## src/rtl/nibble_serial_adder_pkg.sv

```systemverilog
`default_nettype none
// +--------------------------------------------------------------------+
// | Module : nibble_serial_adder_pkg                                   |
// | Brief  : Shared types and constants for the nibble-serial adder.   |
// | Rev    : 1.0                                                       |
// +--------------------------------------------------------------------+
package nibble_serial_adder_pkg;

    localparam int NIBBLE_W = 4;

    typedef enum logic [1:0] {
        IDLE = 2'd0,
        RUN  = 2'd1,
        DONE = 2'd2
    } state_t;

    // Width of the nibble index; never below 1 so a single-nibble build still has a counter.
    function automatic int cnt_width(input int nib);
        int w;
        w = 1;
        while ((1 << w) < nib) begin
            w = w + 1;
        end
        return w;
    endfunction

endpackage
`default_nettype wire

```

## src/rtl/rc_adder.sv

```systemverilog
`default_nettype none
// +--------------------------------------------------------------------+
// | Module : rc_adder                                                  |
// | Brief  : 4-bit ripple-carry adder shared across nibble slices.     |
// | Rev    : 1.0                                                       |
// +--------------------------------------------------------------------+
module rc_adder
    import nibble_serial_adder_pkg::*;
(
    input  logic [NIBBLE_W-1:0] a,
    input  logic [NIBBLE_W-1:0] b,
    input  logic                cin,
    output logic [NIBBLE_W-1:0] sum,
    output logic                cout
);

    logic [NIBBLE_W:0] w_c;

    assign w_c[0] = cin;

    for (genvar i = 0; i < NIBBLE_W; i++) begin : g_bit
        assign sum[i]   = a[i] ^ b[i] ^ w_c[i];
        assign w_c[i+1] = (a[i] & b[i]) | (w_c[i] & (a[i] ^ b[i]));
    end

    assign cout = w_c[NIBBLE_W];

endmodule
`default_nettype wire

```

## src/rtl/nibble_serial_adder.sv

```systemverilog
`default_nettype none
// +--------------------------------------------------------------------+
// | Module : nibble_serial_adder                                       |
// | Brief  : WIDTH-bit add/subtract sequenced LSB-first through one    |
// |          shared 4-bit ripple adder with valid/ready handshakes.    |
// | Rev    : 1.0                                                       |
// +--------------------------------------------------------------------+
module nibble_serial_adder
    import nibble_serial_adder_pkg::*;
#(
    parameter int WIDTH = 16
)
(
    input  logic             clk,
    input  logic             resetn,
    input  logic             in_valid,
    output logic             in_ready,
    input  logic [WIDTH-1:0] a,
    input  logic [WIDTH-1:0] b,
    input  logic             sub,
    input  logic             cin,
    output logic             out_valid,
    input  logic             out_ready,
    output logic [WIDTH-1:0] sum,
    output logic             cout,
    output logic             ovf,
    output logic             busy
);

    localparam int c_nib = WIDTH / NIBBLE_W;
    localparam int c_kw  = cnt_width(c_nib);
    localparam int c_msb = WIDTH - 1;
    localparam logic [c_kw-1:0] c_k_last = c_kw'(c_nib - 1);

    state_t             r_state;
    state_t             w_state_nxt;
    logic [WIDTH-1:0]   r_a;
    logic [WIDTH-1:0]   r_b;
    logic [WIDTH-1:0]   r_sum;
    logic               r_carry;
    logic [c_kw-1:0]    r_k;

    logic [NIBBLE_W-1:0] w_a_nib;
    logic [NIBBLE_W-1:0] w_b_nib;
    logic [NIBBLE_W-1:0] w_sum_nib;
    logic                w_cout_nib;

    always_ff @(posedge clk) begin
        if (!resetn) begin
            r_state <= IDLE;
        end else begin
            r_state <= w_state_nxt;
        end
    end

    always_comb begin
        w_state_nxt = r_state;
        case (r_state)
            IDLE: if (in_valid)         w_state_nxt = RUN;
            RUN:  if (r_k == c_k_last)  w_state_nxt = DONE;
            DONE: if (out_ready)        w_state_nxt = IDLE;
            default:                    w_state_nxt = IDLE;
        endcase
    end

    always_comb begin
        w_a_nib = r_a[r_k*NIBBLE_W +: NIBBLE_W];
        w_b_nib = r_b[r_k*NIBBLE_W +: NIBBLE_W];
    end

    rc_adder u_rc_adder (
        .a    (w_a_nib),
        .b    (w_b_nib),
        .cin  (r_carry),
        .sum  (w_sum_nib),
        .cout (w_cout_nib)
    );

    // Subtraction is folded into the operand latch: B inverted and carry seeded with 1.
    always_ff @(posedge clk) begin
        if (!resetn) begin
            r_a     <= '0;
            r_b     <= '0;
            r_sum   <= '0;
            r_carry <= 1'b0;
            r_k     <= '0;
        end else begin
            case (r_state)
                IDLE: begin
                    if (in_valid) begin
                        r_a     <= a;
                        r_b     <= sub ? ~b : b;
                        r_carry <= sub ? 1'b1 : cin;
                        r_k     <= '0;
                    end
                end
                RUN: begin
                    r_sum[r_k*NIBBLE_W +: NIBBLE_W] <= w_sum_nib;
                    r_carry                          <= w_cout_nib;
                    r_k                              <= r_k + 1'b1;
                end
                default: ;
            endcase
        end
    end

    assign in_ready  = (r_state == IDLE);
    assign busy      = (r_state == RUN);
    assign out_valid = (r_state == DONE);
    assign sum       = r_sum;
    assign cout      = r_carry;
    assign ovf       = (r_a[c_msb] == r_b[c_msb]) && (r_sum[c_msb] != r_a[c_msb]);

endmodule
`default_nettype wire
```

## config.mk

```make
export PLATFORM = sky130hd
export DESIGN_NAME = nibble_serial_adder
export DESIGN_NICKNAME = d
export VERILOG_FILES = /design/src/rtl/nibble_serial_adder_pkg.sv /design/src/rtl/rc_adder.sv /design/src/rtl/nibble_serial_adder.sv
export SDC_FILE = /design/constraint.sdc
export NUM_CORES = 1
export LEC_CHECK = 0
export CAP_MARGIN = 15
export CELL_PAD_IN_SITES_DETAIL_PLACEMENT = 0
export CELL_PAD_IN_SITES_GLOBAL_PLACEMENT = 1
export CORE_ASPECT_RATIO = 1.1
export CORE_MARGIN = 2
export CORE_UTILIZATION = 41
export CTS_BUF_LIST = sky130_fd_sc_hd__clkbuf_8 sky130_fd_sc_hd__clkbuf_16
export DETAILED_ROUTE_END_ITERATION = 10
export HOLD_SLACK_MARGIN = 0.05
export PLACE_DENSITY_LB_ADDON = 0.1
export SKIP_LAST_GASP = 1
export SYNTH_ARGS = -nofsm -noshare
export SYNTH_HDL_FRONTEND = slang
export SYNTH_SLANG_ARGS = --single-unit
```

## constraint.sdc

```tcl
create_clock -name clk -period 7.57 [get_ports clk]
set_input_delay 2.271 -clock clk [delete_from_list [all_inputs] [get_ports clk]]
set_output_delay 2.271 -clock clk [all_outputs]
set_load 0.01 [all_outputs]
```

==> results.cfg, run 1 <==
[placement]
dp_hpwl_um = 3830
placed_cells = 389
post-place-ws_ns = 3.50
gp_congestion = 0.690
place_area_um2 = 3180
port_buffers = 58

[worst_setup_path]
critPathMaxFanout = 9
cp_data_required_time_ns = 5.30
cp-end-kind = output pin
r2r_end = sum[7]$_SDFFE_PN0P_
cp_data_arrival_time_ns = 1.74
r2r_cells = 9
cp_cell_sequence = nand2b_4 -> inv_2 -> clkdlybuf4s50_1
r2r-start = r_k[0]$_SDFFE_PN0P_
cpMaxStageDelayCell = dfxtp_1
critical_path.max_stage_delay_ns = 0.60
crit_type = register to output pin
reg2reg_slack_ns = 4.30
cp-start-kind = register

[global_routing]
grt_pass1_vias = 1904
grt.overflow.total = 0
grt_max_degree = 59
grt_pass1_wl_um = 8980
antenna_found_initial = 0
met1_usage_pct = 20.1
grt_use_met2_pct = 29.7
grt_busiest_layer = met2
met3_usage_pct = 3.94
grt_usage_pct = 16.7

[synthesis]
synth_edf_count = 0
ys_types = 35
yosysTopAreaCell = dfxtp_1
synthTopCellsByArea = dfxtp_1 41%, nand2_1 11%, mux4_2 7.0%
synth_top_cell_area_share_pct = 41.4
synthFlopType = dfxtp_1
ys_seq_area_share_pct = 41.4
syn-instance-count = 268
synth_nets = 315
synth_seq_cells = 53
synth_area_um2 = 2560
yosys_warnings = 0
syn_avg_cell_area_um2 = 9.57
async_flop_share_pct = 0

[die]
initial_utilization_pct = 41.9
rows = 30
die-area_um2 = 6910
die_h_um = 87.0
fp.dieW_um = 79.4
coreArea_um2 = 6120
io_pins = 59

[worst_hold_path]
min_to = r_a[5]$_SDFFE_PN0P_
hold_class = register to register
min_path_cells = 2
hold_start = r_a[5]$_SDFFE_PN0P_

[layout]
seqCellArea_um2 = 1060
fin_nets = 363
multi_input_area_um2 = 1390
fin_cells = 397
antenna_cells = 0
area_delta_synth_final_pct = 27.3
final_area_um2 = 3270
utilization_pct = 53.4
fill_cells = 589
drive_gt1_share_pct = 6.94

[drt]
avgRoutedWirePerCell_um = 13.5
vias_per_cell = 5.12
vias = 2031
dr.pass1.iters = 4
routed_wl_um = 5380
remaining_drc_errors = 0
antenna_left = 0
drtIter0Drc = 60

[clock_network]
cts_setup_buffers = 0
path_clk_slew_ns = 0.09
root_buffer = clkbuf_8
clk-insertion-delay-late_ns = 0.31
cts_resized = 0
htreeDepth = 2
numCtsBuffers = 5
cts.sinks = 53
cts_buffer_depth = 2
cts_tree = built
cts-hold-fix-buffers = 0

[timing]
whs_ns = 0.455
fin_ws_ns = 3.56
slew_headroom_pct = 39.7
drv_slew = 0
grt_setup_unrepaired = false
skew_ns = 0.0111
final.setup.tns_ns = 0
setup_violations = 0
period_minus_slack_ns = 4.01
hold_violations = 0
timing.final.crit_share_pct = 53.0
max_freq_mhz = 249
worst_slew_pin_slew_ns = 0.902

[power_and_ir_drop]
p_int_mw = 0.418
power_density_nw_per_um2 = 175
combPwrFrac_pct = 19.1
p_total_mw = 0.572
p_seq_share_pct = 53.8
pwr-share-clk_pct = 27.0
peakVddDrop_mv = 0.0819
p_sw_share_pct = 26.8
switching_power_mw = 0.153
p_leak_nw = 1.29

[flow_run]
drv_cap = 0

[run_status]
run_status = finished clean
-- layer usage --
metal  vias up  wire length, um
met5         -                0
met4         0               65
met3         6              210
met2        46             2810
met1       963             2290
li1       1016                -
-- worst max-delay path, delay by kind of cell, from the launching register on --
| kind | cells | cell delay [ns] |
|---|---|---|
| buf+inv | 2 | 0.71 |
| flops | 1 | 0.60 |
| simple gates | 1 | 0.13 |
-- cells in the final DEF, fill, tap and decap left out, types with 2 or more instances in the layout --
cell type,synthesis,final
o22ai_1,4,4
inv_1,8,8
dfxtp_1,53,53
nor2_1,2,2
fa_1,4,4
clkbuf_8,0,5
clkdlybuf4s50_1,0,58
a21boi_1,19,19
a32oi_1,2,2
nand2_1,72,72
mux4_2,8,8
clkinv_2,0,2
o211a_1,16,16
nor2b_1,5,5
nand2b_1,3,3
and2_1,4,4
or3_1,3,3
o32ai_1,8,8
o21ai_0,3,3
buf_4,1,2
ha_1,5,5
xnor2_1,16,16
-- sequential cells by signal, indices dropped and copies added, names as in the netlist --
signal	count
r_state	2
r_a	16
sum	16
r_b	16
r_k	2
cout	1
-- area by class of cell --
cell class                 count  share of cell area (%)
multi-input combinational    187                    42.5
tap                           80                    3.07
clock buffer                   5                    2.11
timing repair buffer          60                    18.2
clock inverter                 3                   0.536
sequential                    53                    32.5
inverter                       9                    1.03
-- cell usage after synthesis (all sizes together) (3+ instances only) --
| master | count |
|---|---|
| dfxtp | 53 |
| o211a | 16 |
| nand2 | 72 |
| o21ai | 4 |
| o32ai | 8 |
| buf | 11 |
| ha | 5 |
| or3 | 3 |
| inv | 9 |
| nand2b | 4 |
| and2 | 4 |
| mux4 | 8 |
| fa | 4 |
| nor2b | 5 |
| clkbuf | 8 |
| xnor2 | 16 |
| o22ai | 4 |
| a21boi | 20 |
-- kinds of logic after synthesis --
group,synth area share (%)
XOR/XNOR,5.46
multiplexers,7.02
adder cells (fa/ha/maj),5.56
AO/OA/AOI/OAI,18.2
flip-flops,41.4
buffers and inverters,4.73
AND/OR/NAND/NOR,17.6
-- worst max path at each step --
stage / startpoint / endpoint / slack, ns / cells after the start
finish: r_state[0]$_SDFFE_PN0P_ / busy / 3.56 / 3
CTS: r_state[0]$_SDFFE_PN0P_ / busy / 3.55 / 3
floorplan: sub / r_b[11]$_SDFFE_PN0P_ / 4.41 / 5
global route: r_state[0]$_SDFFE_PN0P_ / busy / 3.46 / 3
detailed placement: in_valid / r_b[12]$_SDFFE_PN0P_ / 3.50 / 5
global placement: in_valid / r_b[14]$_SDFFE_PN0P_ / 3.56 / 5
-- power groups by stage --
stage	sequential, mW	clock (mW)	combinational, mW
after global placement	0.314	0	0.110
after CTS	0.308	0.161	0.111
final	0.308	0.155	0.109
after detailed placement	0.314	0	0.111
after global routing	0.310	0.173	0.122
after floorplan	0.308	0	0.0721
Note: power is estimated with default switching activity, not from simulation.
==> run 2: changes to the inputs <==
--- a/config.mk
+++ b/config.mk
@@ -10,7 +10,7 @@
 export CELL_PAD_IN_SITES_GLOBAL_PLACEMENT = 1
 export CORE_ASPECT_RATIO = 1.1
 export CORE_MARGIN = 2
-export CORE_UTILIZATION = 41
+export CORE_UTILIZATION = 38
 export CTS_BUF_LIST = sky130_fd_sc_hd__clkbuf_8 sky130_fd_sc_hd__clkbuf_16
 export DETAILED_ROUTE_END_ITERATION = 10
 export HOLD_SLACK_MARGIN = 0.05
==> constraint.sdc (replaced) <==
create_clock -name clk -period 3.85 [get_ports clk]
set_input_delay 1.155 -clock clk [delete_from_list [all_inputs] [get_ports clk]]
set_output_delay 1.155 -clock clk [all_outputs]
set_load 0.01 [all_outputs]
==> run 2 against run 1 <==
Largest cell class unchanged. Cell area increased by 1.4%. Highest routed layer unchanged. Utilization decreased by 2.9 points. Sequential share of layout area decreased by 0.44 points. Sequential power increased by 96%. Clock-buffer cell count increased by 2. Flip-flop and latch count unchanged. Critical endpoint unchanged. Cell count increased by 1.0%. Non-clock buffer count increased by 2. Critical path depth unchanged.
==> results.cfg, run 2 (synthesis gave the netlist of run 1 again) <==
[worst_setup_path]
r2r-start = r_k[0]$_SDFFE_PN0P_
cp-end-kind = output pin
crit_type = register to output pin
cp-start-kind = register
critPathMaxFanout = 9
crit_start = r_state[0]$_SDFFE_PN0P_
cp_data_required_time_ns = 2.69
cp_data_arrival_time_ns = 1.75

[layout]
fill_cells = 641
drive_gt1_share_pct = 7.52
layout_commonest_cell = nand2_1
area_delta_synth_final_pct = 29.1
fin_nets = 365
antenna_cells = 0
most-common-layout-cells = 72 x nand2_1, 58 x clkdlybuf4s50_1, 53 x dfxtp_1

[global_routing]
grt_pass1_wl_um = 9600
grt_max_degree = 59
grt.overflow.total = 0
antenna_found_initial = 0
grt_usage_pct = 16.7
grt_pass1_vias = 1986

[placement]
port_buffers = 58
dp_hpwl_um = 4030
gp_congestion = 0.783

[clock_network]
cts.sinks = 53
root_buffer = clkbuf_8
htreeDepth = 2
numCtsBuffers = 5
clk-insertion-delay-late_ns = 0.31
cts_buffer_depth = 2
cts-hold-fix-buffers = 0
cts_tree = built
path_clk_slew_ns = 0.10
cts_setup_buffers = 0
cts_resized = 0

[timing]
max_freq_mhz = 344
period_minus_slack_ns = 2.91
worst_slew_pin_slew_ns = 0.920
slew_headroom_pct = 38.4
setup_violations = 0
drv_slew = 0
skew_ns = 0.00954
final.setup.tns_ns = 0
timing.final.crit_share_pct = 75.5
hold_violations = 0
grt_setup_unrepaired = false

[power_and_ir_drop]
switching_power_mw = 0.307
p_total_mw = 1.17
pwr-share-clk_pct = 29.5
p_seq_share_pct = 51.6
p_sw_share_pct = 26.3
p_int_mw = 0.862
p_leak_nw = 1.31
peakVddDrop_mv = 0.168
combPwrFrac_pct = 18.9
power_density_nw_per_um2 = 353

[flow_run]
drv_cap = 0

[drt]
dr.pass1.iters = 4
vias_per_cell = 5.09
drtIter0Drc = 62
antenna_left = 0
remaining_drc_errors = 0
vias = 2043
routed_wl_um = 5660
avgRoutedWirePerCell_um = 14.1

[die]
die-area_um2 = 7420
rows = 31
initial_utilization_pct = 39.1
coreArea_um2 = 6560
fp.dieW_um = 82.3
io_pins = 59
die_h_um = 90.2

[worst_hold_path]
hold_class = register to register
hold_start = r_a[13]$_SDFFE_PN0P_

[run_status]
run_status = finished clean
[run 2: cell count changes in the layout (fill, tap and decap cells not counted)]
cell	before	now
buf_12	0	1
buf_4	2	3
clkbuf_8	5	7
clkinv_2	2	1
clkinvlp_4	1	0
[run 2: metal layers]
layer	routed length, um	part of all wire, %	global-route usage, %	up-vias
li1	-	-	-	1028
met1	2500	44	21.0	959
met2	2820	50	27.4	49
met3	251	4.4	3.61	7
met4	82	1.4	6.11	0
met5	0	0	0	-
[run 2: worst max-delay path, cell delays in order (launching register included)]
cell             delay, ns
dfxtp_1               0.61
nand2b_4              0.13
inv_2                 0.15
clkdlybuf4s50_1       0.55
[run 2: path summary, 6_finish.rpt]
path | slack [ns] | endpoint | cells after the start
max | 0.94 | busy | 3
min | 0.45 | r_a[13]$_SDFFE_PN0P_ | 2
max reg2reg | 1.01 | sum[7]$_SDFFE_PN0P_ | 9
min reg2reg | 0.45 | r_a[13]$_SDFFE_PN0P_ | 2
[run 2: area by class of cell]
cell class | count | area, um2 | area share (%)
clock inverters | 1 | 5.00 | 0.151
clock buffers | 7 | 96.3 | 2.91
multi-input cells | 187 | 1390 | 41.9
repair buffers | 62 | 623 | 18.8
inverters | 9 | 33.8 | 1.02
well taps | 82 | 103 | 3.10
flip-flops and latches | 53 | 1060 | 32.0
[run 2: metrics by stage]
step	utilization (%)	setup WS, ns	area (um2)	cells	hold WS [ns]
finish	50.5	0.944	3310	401	0.454
global placement	49.0	1.03	3210	393	0.437
global route	50.5	0.811	3310	401	0.478
CTS	50.5	0.950	3310	401	0.457
floorplan	-	1.03	2560	268	0.432
detailed placement	49.0	1.01	3210	393	0.444
[run 2: power groups by stage]
stage / Clock, mW / Combinational (mW) / Sequential (mW)
floorplan: 0 / 0.142 / 0.606
global placement: 0 / 0.223 / 0.616
detailed placement: 0 / 0.224 / 0.616
CTS: 0.352 / 0.225 / 0.603
global route: 0.378 / 0.246 / 0.608
finish: 0.345 / 0.221 / 0.603
==> run 3: changes to the inputs <==
==> constraint.sdc (replaced) <==
create_clock -name clk -period 3 [get_ports clk]
set_input_delay 0.9 -clock clk [delete_from_list [all_inputs] [get_ports clk]]
set_output_delay 0.9 -clock clk [all_outputs]
set_load 0.01 [all_outputs]
==> run 3 against run 2 <==
First-iteration DRC count fell by 3.2%. Routed wire length is 1.3% lower. Global-route usage decreased by 0.79 points. Clock power increased by 17%. Cell count did not move. Hold slack gained 0.0019 ns. Combinational power up 30%. Worst setup slack worse by 0.72 ns. Via count fell by 0.93%. Cell area increased by 0.19%. Sequential power up 28%.
==> results.cfg, run 3 (synthesis gave the netlist of run 1 again) <==
[run_status]
run_status = finished clean

[layout]
fill_cells = 643
fin_nets = 366
drive_gt1_share_pct = 7.52
antenna_cells = 0
layout_commonest_cell = nand2_1
utilization_pct = 50.6
most-common-layout-cells = 72 x nand2_1, 58 x clkdlybuf4s50_1, 52 x dfxtp_1
area_delta_synth_final_pct = 29.3
fin_cells = 401

[worst_setup_path]
r2r_cells = 9
r2r-start = r_k[0]$_SDFFE_PN0P_
critical_path.max_stage_delay_ns = 0.52
cp_cell_sequence = mux4_2 -> fa_1 -> inv_1 -> fa_1 -> fa_1 -> inv_1 -> fa_1 -> nand2_1 -> o32ai_1
crit_type = register to register
r2r_end = sum[7]$_SDFFE_PN0P_
cp-end-kind = register
reg2reg_slack_ns = 0.22
endpoint = sum[7]$_SDFFE_PN0P_
cp-start-kind = register
critical_path_buf_inv_count = 2
crit_family = adder cells
critPathMaxFanout = 5
cp_common_cell = fa_1
cp_data_required_time_ns = 3.22
crit_start = r_k[0]$_SDFFE_PN0P_
cpMaxStageDelayCell = mux4_2
cp_data_arrival_time_ns = 3.00
cp_num_cells = 9

[power_and_ir_drop]
p_seq_share_pct = 52.9
p_sw_share_pct = 26.2
switching_power_mw = 0.383
p_leak_nw = 1.31
combPwrFrac_pct = 19.6
pwr-share-clk_pct = 27.5
peakVddDrop_mv = 0.190
p_int_mw = 1.08
power_density_nw_per_um2 = 442
p_total_mw = 1.46

[timing]
slew_headroom_pct = 60.8
worst_slew_pin_slew_ns = 0.588
setup_violations = 0
skew_ns = 0.0135
period_minus_slack_ns = 2.78
drv_slew = 0
max_freq_mhz = 360
hold_violations = 0
timing.final.crit_share_pct = 92.7
grt_setup_unrepaired = false
final.setup.tns_ns = 0

[clock_network]
cts.sinks = 53
clk-insertion-delay-late_ns = 0.30
cts_tree = built
path_clk_slew_ns = 0.10
numCtsBuffers = 5
htreeDepth = 2
cts_setup_buffers = 0
cts-hold-fix-buffers = 0
cts_resized = 0
cts_buffer_depth = 2
root_buffer = clkbuf_8

[drt]
routed_wl_um = 5590
drtIter0Drc = 60
vias = 2024
dr.pass1.iters = 4
vias_per_cell = 5.05
avgRoutedWirePerCell_um = 13.9
antenna_left = 0
remaining_drc_errors = 0

[flow_run]
drv_cap = 0

[worst_hold_path]
hold_class = register to register

[die]
io_pins = 59
fp.dieW_um = 82.3
die-area_um2 = 7420
initial_utilization_pct = 39.1
die_h_um = 90.2
coreArea_um2 = 6560
rows = 31

[global_routing]
grt.overflow.total = 0
antenna_found_initial = 0
grt_usage_pct = 15.9
grt_pass1_wl_um = 9210
grt_pass1_vias = 1949
grt_max_degree = 59

[placement]
port_buffers = 58
dp_hpwl_um = 4090
gp_congestion = 0.790
placed_cells = 394
## run 3: worst register-to-register path, delay by kind of cell, from the launching register on
kind / cells / cell delay, ns
adder cells (fa/ha/maj): 4 / 1.26
multiplexers: 1 / 0.52
flip-flops: 1 / 0.40
AO/OA/AOI/OAI: 1 / 0.28
buffers and inverters: 2 / 0.13
AND/OR/NAND/NOR: 1 / 0.11
## run 3: power groups by stage
| stage | clock network [mW] | logic, mW | registers, mW |
|---|---|---|---|
| 2_1_floorplan | 0 | 0.182 | 0.778 |
| 3_3_place_gp | 0 | 0.289 | 0.791 |
| 3_5_place_dp | 0 | 0.291 | 0.791 |
| 4_1_cts | 0.417 | 0.292 | 0.775 |
| 5_1_grt | 0.439 | 0.319 | 0.780 |
| 6_report | 0.403 | 0.288 | 0.774 |
## run 3: how the worst min path moves through the flow
stage                                     from              endpoint  slack [ns]  depth (start not counted)
after detailed placement   sum[1]$_SDFFE_PN0P_   sum[1]$_SDFFE_PN0P_        0.45                          2
after floorplan            r_a[4]$_SDFFE_PN0P_   r_a[4]$_SDFFE_PN0P_        0.43                          2
after global placement     sum[1]$_SDFFE_PN0P_   sum[1]$_SDFFE_PN0P_        0.44                          2
final                      sum[1]$_SDFFE_PN0P_   sum[1]$_SDFFE_PN0P_        0.46                          2
after CTS                 r_a[12]$_SDFFE_PN0P_  r_a[12]$_SDFFE_PN0P_        0.46                          2
after global routing       sum[9]$_SDFFE_PN0P_   sum[9]$_SDFFE_PN0P_        0.48                          2
## run 3: cell type report
type	instances	area [um2]	area share (%)
clock inverters	1	3.75	0.113
inverters	9	33.8	1.02
multi-input cells	187	1390	41.9
flip-flops and latches	53	1060	32.0
well taps	82	103	3.09
clock buffers	6	82.6	2.49
repair buffers	63	643	19.4
## run 3: metal layers
layer	wire length [um]	track usage [%]	up-vias	share of wire, %
met2	2750	26.1	45	49
met1	2470	20.0	946	44
met3	252	3.61	11	4.5
met4	120	5.56	0	2.1
met5	0	0	-	0
li1	-	-	1022	-
## run 3: through the flow
stage | area, um2 | hold WS (ns) | setup WS [ns]
floorplan | 2560 | 0.432 | 0.176
global placement | 3230 | 0.441 | 0.224
detailed placement | 3230 | 0.445 | 0.157
CTS | 3320 | 0.461 | 0.113
global route | 3320 | 0.481 | 0.0706
finish | 3320 | 0.456 | 0.220
